==> config.mk <==
export PLATFORM = sky130hd
export DESIGN_NAME = sync_fifo_param
export DESIGN_NICKNAME = d
export VERILOG_FILES = /design/src/rtl/fifo_pkg.sv /design/src/rtl/fifo_ram.sv /design/src/rtl/sync_fifo_param.sv
export SDC_FILE = /design/constraint.sdc
export NUM_CORES = 1
export LEC_CHECK = 0
export CORE_UTILIZATION = 40
export CTS_CLUSTER_SIZE = 25
export DETAILED_ROUTE_END_ITERATION = 6
export PLACE_DENSITY = 0.64
export SYNTH_ARGS = -nofsm -noshare
export SYNTH_HDL_FRONTEND = slang
export SYNTH_SLANG_ARGS = --single-unit
==> constraint.sdc <==
create_clock -name clock -period 2.9 [get_ports clock]
set_clock_uncertainty 0.1 [all_clocks]
set_input_delay 0.435 -clock clock [delete_from_list [all_inputs] [get_ports clock]]
set_output_delay 0.435 -clock clock [all_outputs]
set_load 0.01 [all_outputs]
==> src/rtl/fifo_pkg.sv <==
// rtl/fifo_pkg.sv - shared FIFO constants and address-width helpers
package fifo_pkg;

    // Bit positions of the sticky error flags when packed into a status word
    localparam int ERR_OVERFLOW_BIT  = 0;
    localparam int ERR_UNDERFLOW_BIT = 1;
    localparam int ERR_BITS          = 2;

    // Ceiling log2 for elaboration-time sizing
    function automatic int clog2(input int value);
        int result;
        int rem;
        result = 0;
        rem    = value - 1;
        while (rem > 0) begin
            result = result + 1;
            rem    = rem >> 1;
        end
        return result;
    endfunction

    // Storage address width for a given depth; never narrower than one bit
    function automatic int addr_width(input int depth);
        return (depth < 2) ? 1 : clog2(depth);
    endfunction

endpackage

==> src/rtl/fifo_ram.sv <==
// rtl/fifo_ram.sv - WIDTH x DEPTH storage, synchronous write, asynchronous read
module fifo_ram #(
    parameter int WIDTH = 8,
    parameter int DEPTH = 16,
    parameter int AW    = 4
) (
    input  logic             clock,
    input  logic             write_en,
    input  logic [AW-1:0]    write_addr,
    input  logic [WIDTH-1:0] write_data,
    input  logic [AW-1:0]    read_addr,
    output logic [WIDTH-1:0] read_data
);

    logic [WIDTH-1:0] mem [DEPTH];

    // Storage is deliberately not reset; the top never exposes an unwritten entry
    always_ff @(posedge clock) begin
        if (write_en) begin
            mem[write_addr] <= write_data;
        end
    end

    assign read_data = mem[read_addr];

endmodule

==> src/rtl/sync_fifo_param.sv <==
// rtl/sync_fifo_param.sv - parametrised single-clock FIFO with flags, errors, flush, FWFT
module sync_fifo_param
    import fifo_pkg::*;
#(
    parameter int WIDTH     = 8,
    parameter int DEPTH     = 16,
    parameter int AF_THRESH = 14,
    parameter int AE_THRESH = 2,
    parameter int FWFT      = 0
) (
    input  logic                                clock,
    input  logic                                resetn,
    input  logic                                flush,
    input  logic                                clear_err,
    input  logic                                write_enb,
    input  logic [WIDTH-1:0]                    data_in,
    input  logic                                read_enb,
    output logic [WIDTH-1:0]                    data_out,
    output logic                                data_valid,
    output logic                                full,
    output logic                                almost_full,
    output logic                                empty,
    output logic                                almost_empty,
    output logic [fifo_pkg::addr_width(DEPTH):0] count,
    output logic                                overflow,
    output logic                                underflow
);

    localparam int          AW     = addr_width(DEPTH);
    localparam logic [AW:0] AF_LVL = AF_THRESH[AW:0];
    localparam logic [AW:0] AE_LVL = AE_THRESH[AW:0];

    logic [AW:0]      wr_ptr;
    logic [AW:0]      rd_ptr;
    logic             wr_accept;
    logic             rd_accept;
    logic             ovf_set;
    logic             udf_set;
    logic [WIDTH-1:0] ram_rdata;

    // Flags come only from registered pointers; the extra MSB tells full from empty
    assign empty        = (wr_ptr == rd_ptr);
    assign full         = (wr_ptr[AW] != rd_ptr[AW]) && (wr_ptr[AW-1:0] == rd_ptr[AW-1:0]);
    assign count        = wr_ptr - rd_ptr;
    assign almost_full  = (count >= AF_LVL);
    assign almost_empty = (count <= AE_LVL);

    // Flush wins over both requests; rejected requests outside flush raise errors
    assign wr_accept = write_enb & ~full  & ~flush;
    assign rd_accept = read_enb  & ~empty & ~flush;
    assign ovf_set   = write_enb & full   & ~flush;
    assign udf_set   = read_enb  & empty  & ~flush;

    fifo_ram #(
        .WIDTH (WIDTH),
        .DEPTH (DEPTH),
        .AW    (AW)
    ) u_ram (
        .clock      (clock),
        .write_en   (wr_accept),
        .write_addr (wr_ptr[AW-1:0]),
        .write_data (data_in),
        .read_addr  (rd_ptr[AW-1:0]),
        .read_data  (ram_rdata)
    );

    // Pointer advance, with flush returning both to the origin
    always_ff @(posedge clock or negedge resetn) begin
        if (!resetn) begin
            wr_ptr <= '0;
            rd_ptr <= '0;
        end else if (flush) begin
            wr_ptr <= '0;
            rd_ptr <= '0;
        end else begin
            if (wr_accept) wr_ptr <= wr_ptr + 1'b1;
            if (rd_accept) rd_ptr <= rd_ptr + 1'b1;
        end
    end

    // Sticky error flags; a new error in the same cycle as clear_err is kept
    always_ff @(posedge clock or negedge resetn) begin
        if (!resetn) begin
            overflow  <= 1'b0;
            underflow <= 1'b0;
        end else begin
            if (ovf_set)        overflow  <= 1'b1;
            else if (clear_err) overflow  <= 1'b0;
            if (udf_set)        underflow <= 1'b1;
            else if (clear_err) underflow <= 1'b0;
        end
    end

    generate
        if (FWFT != 0) begin : g_fwft
            // Head word shown directly; masked while empty so stale storage never leaks
            assign data_out   = empty ? '0 : ram_rdata;
            assign data_valid = ~empty;
        end else begin : g_registered
            // One-cycle read: capture the head on an accepted read, otherwise hold
            always_ff @(posedge clock or negedge resetn) begin
                if (!resetn) begin
                    data_out   <= '0;
                    data_valid <= 1'b0;
                end else begin
                    data_valid <= rd_accept;
                    if (rd_accept) data_out <= ram_rdata;
                end
            end
        end
    endgenerate

endmodule
* Yosys cells after proc, flatten, opt, wreduce, memory -nomap -nowiden
Memory sizes are Yosys's and may differ from the RTL's. A register that Yosys moved wholly into a read port is not among the register bits. Cells that the tools add are included.
Word-level totals: word-level logic and storage cells 40, RAM bits 128, memories kept 1, bits in registers 13
Operators by class: mux-type cells 9, $add $sub $neg 3, reduce and logical (&&, ||, !) cells 6, equal/unequal tests 3, bitwise operators 11, $lt $le $gt $ge 2
Memory list:
- u_ram.mem | depth 16, bits a word 8, read ports 1, clocked after Yosys merged registers in 1, write ports 1, RTL line fifo_ram.sv:15 | logic [WIDTH-1:0] mem [DEPTH];
Operators with widths (count):
- 5-bit 2-to-1 mux | 4
- 5-bit by 1-bit adder with 5-bit output (second input constant) | 2
- 1-bit bitwise AND | 8
- 2-bit nonzero test | 4
- 5-bit equality test | 1
- 5-bit by 4-bit greater-or-equal comparator with 1-bit output (second input constant) | 1
- 5-bit by 2-bit <= comparator with 1-bit output (second input constant) | 1
- 1-bit 2-to-1 mux | 5
- 5-bit subtractor | 1
- 4-bit equality test | 1
- 1-bit NOT | 3
- 1-bit logical AND | 1
- 1-bit zero test | 1
- 1-bit != test | 1

* Longest topological paths before layout
depth after elaboration 7, mapped depth 8, gate-level depth less buffers 8

* Hierarchy
A second synthesis with hierarchy kept.
Second synthesis, totals: cells, all modules 322, area, all modules 6140.9 µm²
Modules (own cells, without submodules):
- fifo_ram | area each 4987.3 µm², cells each 221, seq. area each 3843.7 µm², times used 1
- sync_fifo_param | area each 1153.6 µm², cells each 101, seq. area each 525.5 µm², times used 1

* Worst setup path before layout
No wires, ideal clock.
path kind register to register, from register rd_ptr[2], to memory u_ram.mem[3][0] (enable), arrival 2.190 ns, cell stages (with the launch flop) 8, clock period less this slack 2.674 ns, setup time 0.383 ns, path buffers 1, slack 0.226 ns, cells stage by stage dfrtp_1 clkbuf_8 inv_1 ha_1 and4_1 a21oi_1 nand2_1 nor3_1
On the way: longest elaborated chain between the ends 7
RTL lines:
- start: declaration | RTL line sync_fifo_param.sv:34 | logic [AW:0] rd_ptr;
- start signal: assignment | RTL line sync_fifo_param.sv:77 | if (rd_accept) rd_ptr <= rd_ptr + 1'b1;
- 4-bit equality test | RTL line sync_fifo_param.sv:43 | assign full = (wr_ptr[AW] != rd_ptr[AW]) && (wr_ptr[AW-1:0] == rd_ptr[AW-1:0]);
- 1-bit logical AND | RTL line sync_fifo_param.sv:43
- 1-bit NOT | RTL line sync_fifo_param.sv:49 | assign wr_accept = write_enb & ~full & ~flush;
- 1-bit bitwise AND (2 in series) | RTL line sync_fifo_param.sv:49
- 1-bit 2-to-1 mux | RTL line fifo_ram.sv:19 | if (write_en) begin
- 1-bit 2-to-1 mux (implied by the code) | RTL line fifo_ram.sv:20 | mem[write_addr] <= write_data;
- end: declaration | RTL line fifo_ram.sv:15
Every way passes these cells.

* Worst setup path after layout
from register wr_ptr[0], to output almost_full
On the way: longest elaborated chain between the ends 2
RTL lines:
- start: declaration | RTL line sync_fifo_param.sv:33 | logic [AW:0] wr_ptr;
- start signal: assignment | RTL line sync_fifo_param.sv:76 | if (wr_accept) wr_ptr <= wr_ptr + 1'b1;
- 5-bit subtractor | RTL line sync_fifo_param.sv:44 | assign count = wr_ptr - rd_ptr;
- 5-bit by 4-bit greater-or-equal comparator with 1-bit output | RTL line sync_fifo_param.sv:45 | assign almost_full = (count >= AF_LVL);
- end: declaration | RTL line sync_fifo_param.sv:21 | output logic almost_full,
Every way passes these cells.

==> key figures <==
Status
  • Status: complete, but fails checks
  • Failing checks: DRC

Worst setup path
  • Critical path class: reg -> out
  • WP data arrival: 2.29 ns
  • Largest fanout on the critical path: 3
  • Crit end category: output pin
  • Crit-path cells: inv_2 -> ha_4 -> inv_2 -> fa_2 -> a21o_1 -> a21oi_2 -> xnor2_2 -> a41o_1 -> buf_6
  • CP max stage delay: between 0.4 and 0.5 ns
  • CP Launch Type: flip-flop
  • Largest delay share family, worst path: compound AO/OA/AOI/OAI gates
  • Slowest stage cell, crit path: fa_2
  • Crit-path most repeated cell: inv_2
  • Required time of the worst setup path: around 2.4 ns
  • Buf/Inv on CP: 3

STA
  • Final hold violation count: 0
  • Final setup violation count: 0
  • Fin crit period: roughly 2.8 ns
  • Slew @ Worst Pin: slightly above 0.9 ns
  • RSZ-0062 raised after global routing: yes
  • Slew margin rel.: 39.00%
  • Setup ws final: between 0.07 and 0.08 ns
  • FMAX: approximately 350 MHz
  • Final Max Slew Viols: 0
  • Final Cycle Share: a little over nine tenths

CTS
  • Worst skew pair latency: 0.41 ns
  • CTS tree: yes
  • TritonCTS buffer count: 17
  • H-tree lvl count: 4
  • Clock sink count: 149
  • Clock root buffer: clkbuf_16
  • Max Buffers Root-to-Sink: 2
  • Cts hold-fix bufs: 0
  • Worst-path clk slew: roughly 0.06 ns

Placement
  • GPL Wtd Cong: about 0.80
  • Post-DP HPWL: about 8200 um
  • Placed inst area: approximately 6800 um2
  • Port-buffer cells: 33
  • Pre-CTS WS: a little over 0.08 ns

Drt
  • First-pass iteration count of the detailed router: 7
  • Wire length per cell: 20.31 um
  • Routed vias: roughly 3.3k
  • Antenna Violating Nets Remaining: 0
  • Vias/cell: 5.289
  • Routed WL: 12720 um
  • Initial drt markers: about 240
  • DR DRC count: 5

Power
  • Power, Total: 5945 uW
  • PD cells: just under 800 nW/um2
  • Leakage Power: 0.002547 uW
  • VDD IR-drop max: ~480 uV

Die
  • Boundary Pins: 34
  • Placement Rows: 44
  • Core area: 14750 um2
  • Die height: 125.7 um
  • Die area: ~16000 um2
  • Die width: approximately 130 um
  • Initial Util: between 40% and 50%

Cells and area
  • Layout area overhead: 22.90%
  • Share of cells above drive strength 1: between 20% and 30%
  • Post-Layout Inst Area: between 7000 and 8000 um2
  • Nets@finish: between 400 and 500
  • Inserted Diodes: 0

GRT
  • Largest net degree at the start of global routing: between 50 and 60
  • First-pass GRT wire length: 19700 um
  • Gr ovfl total: 0
  • GRT Total Usage: 17.42%
  • Initial antenna violation count: 0
  • Number of global-route vias before repair: between 3k and 4k

Yosys
  • Synthesized cell area: 6118 um2
  • Sequential share of the synthesized area: a little under three quarters
  • Ys Warns: 0
  • Primary FF master, synth: edfxtp_1
  • Number of synthesized flops with an enable pin: between 100 and 150
  • Ys async rst share: 14.09%
  • Mapped Nets: between 300 and 400
  • Post-Syn Instances: 363
  • #FFs+latches synth: ~150
  • Unique masters post-synth: 42
  • Avg Synthesized Cell Area: 16.86 um2

Run
  • Max cap viols: 0

Min path
  • HP Class: in -> async
-- cells in the mapped netlist, drive strengths merged, types with 2 or more instances --
| cell type | number | share of area, % |
|---|---|---|
| a21oi | 6 | 0.67 |
| nand2 | 6 | 0.37 |
| o21ai | 6 | 0.49 |
| nand3 | 2 | 0.16 |
| nand3b | 2 | 0.25 |
| o32ai | 2 | 0.29 |
| dfrtp | 21 | 8.6 |
| mux4 | 16 | 5.9 |
| clkbuf | 6 | 0.86 |
| a22oi | 8 | 0.98 |
| nor2 | 39 | 2.4 |
| ha | 9 | 1.8 |
| or3 | 4 | 0.41 |
| o211ai | 3 | 0.37 |
| a31oi | 8 | 0.82 |
| nor3 | 4 | 0.33 |
| edfxtp | 128 | 63 |
| buf | 9 | 1.0 |
| xor2 | 5 | 0.84 |
| mux2i | 34 | 5.6 |
| o22ai | 16 | 1.6 |
| nand2b | 4 | 0.41 |
| xnor2 | 4 | 0.70 |
| inv | 9 | 0.55 |
| a21o | 2 | 0.25 |
-- stage by stage --
step                std cells  hold slack (ns)  utilization (%)  TNS [ns]
floorplan                 363          0.03941                -         0
global placement          591           0.4336            45.83         0
detailed placement        591           0.4429            45.83         0
CTS                       625           0.3987            50.68         0
global route              626           0.4401            50.97  -0.06731
finish                    626           0.3850            50.97         0
-- what timing repair did --
action                     CTS  global route
gates resized for setup      9            14
setup endpoints to repair    4             5
pin swaps                    0             6
buffers inserted             2             1
-- final timing paths --
check                                 start         endpoint  slack [ns]  cells past startpoint
worst min register to register  data_out[7]      data_out[7]        0.45                      2
worst max-delay path              wr_ptr[0]      almost_full        0.08                      9
min in group clock              data_out[7]      data_out[7]        0.45                      2
max in group asynchronous            resetn       data_valid        1.73                      2
worst max register to register    wr_ptr[3]  u_ram.mem[3][4]        0.34                      6
worst min-delay path                 resetn        wr_ptr[2]        0.39                      1
-- cells in the final DEF, fill, tap and decap left out, drive strengths merged, types with 2 or more instances in the layout --
cell type      synthesis  routed
nand3b                 2       2
dfrtp                 21      21
a21o                   2       2
nand2                  6       6
nor3                   4       4
or3                    4       4
bufinv                 0       7
nand2b                 4       4
ha                     9       9
xor2                   5       5
o32ai                  2       2
o22ai                 16      16
inv                    9      10
buf                    9      31
mux4                  16      16
o211ai                 3       3
mux2i                 34      34
clkinv                 0       3
dlygate4sd2            0       2
a22oi                  8       8
xnor2                  4       4
nor2                  39      39
a31oi                  8       8
clkbuf                 6      19
clkdlybuf4s50          0      29
o21ai                  6       6
nand3                  2       2
a21oi                  6       6
clkinvlp               0       2
edfxtp               128     128
-- sequential cells by signal (all words and copies together) (netlist names) --
name        flops
data_out        8
data_valid      1
overflow        1
rd_ptr          5
u_ram.mem     128
underflow       1
wr_ptr          5
-- logic make-up after synthesis --
group | count (synthesis) | synth area share (%)
compound gates | 54 | 5.910
xor+xnor | 9 | 1.534
fa+ha+maj | 10 | 2.168
buf+inv | 24 | 2.413
flops | 149 | 71.41
mux | 50 | 11.45
simple gates | 67 | 5.112
-- metal layers --
| metal | up-vias | wire (um) | global-route usage, % | share of wire [%] |
|---|---|---|---|---|
| met5 | - | 0 | 0 | 0 |
| met4 | 0 | 61 | 6.026 | 0.48 |
| met3 | 2 | 822 | 4.248 | 6.5 |
| met2 | 102 | 6308 | 27.84 | 50 |
| met1 | 1661 | 5524 | 23.39 | 43 |
| li1 | 1546 | - | - | - |
-- where the power goes --
| part | internal, uW | switching, uW | total [uW] |
|---|---|---|---|
| registers | 2410 | 48.4 | 2460 |
| logic | 494 | 490 | 984 |
| clock network | 1700 | 799 | 2500 |
| total | 4610 | 1340 | 5940 |
-- final cells by class --
cell class	count	area [um2]
inverters	9	33.78
flip-flops and latches	149	4372
multi-input cells	190	1657
well taps	184	230.2
clock inverters	13	252.7
clock buffers	19	432.9
repair buffers	62	541.8
fillers	1229	7234
Note: power is estimated with default switching activity, not from simulation.
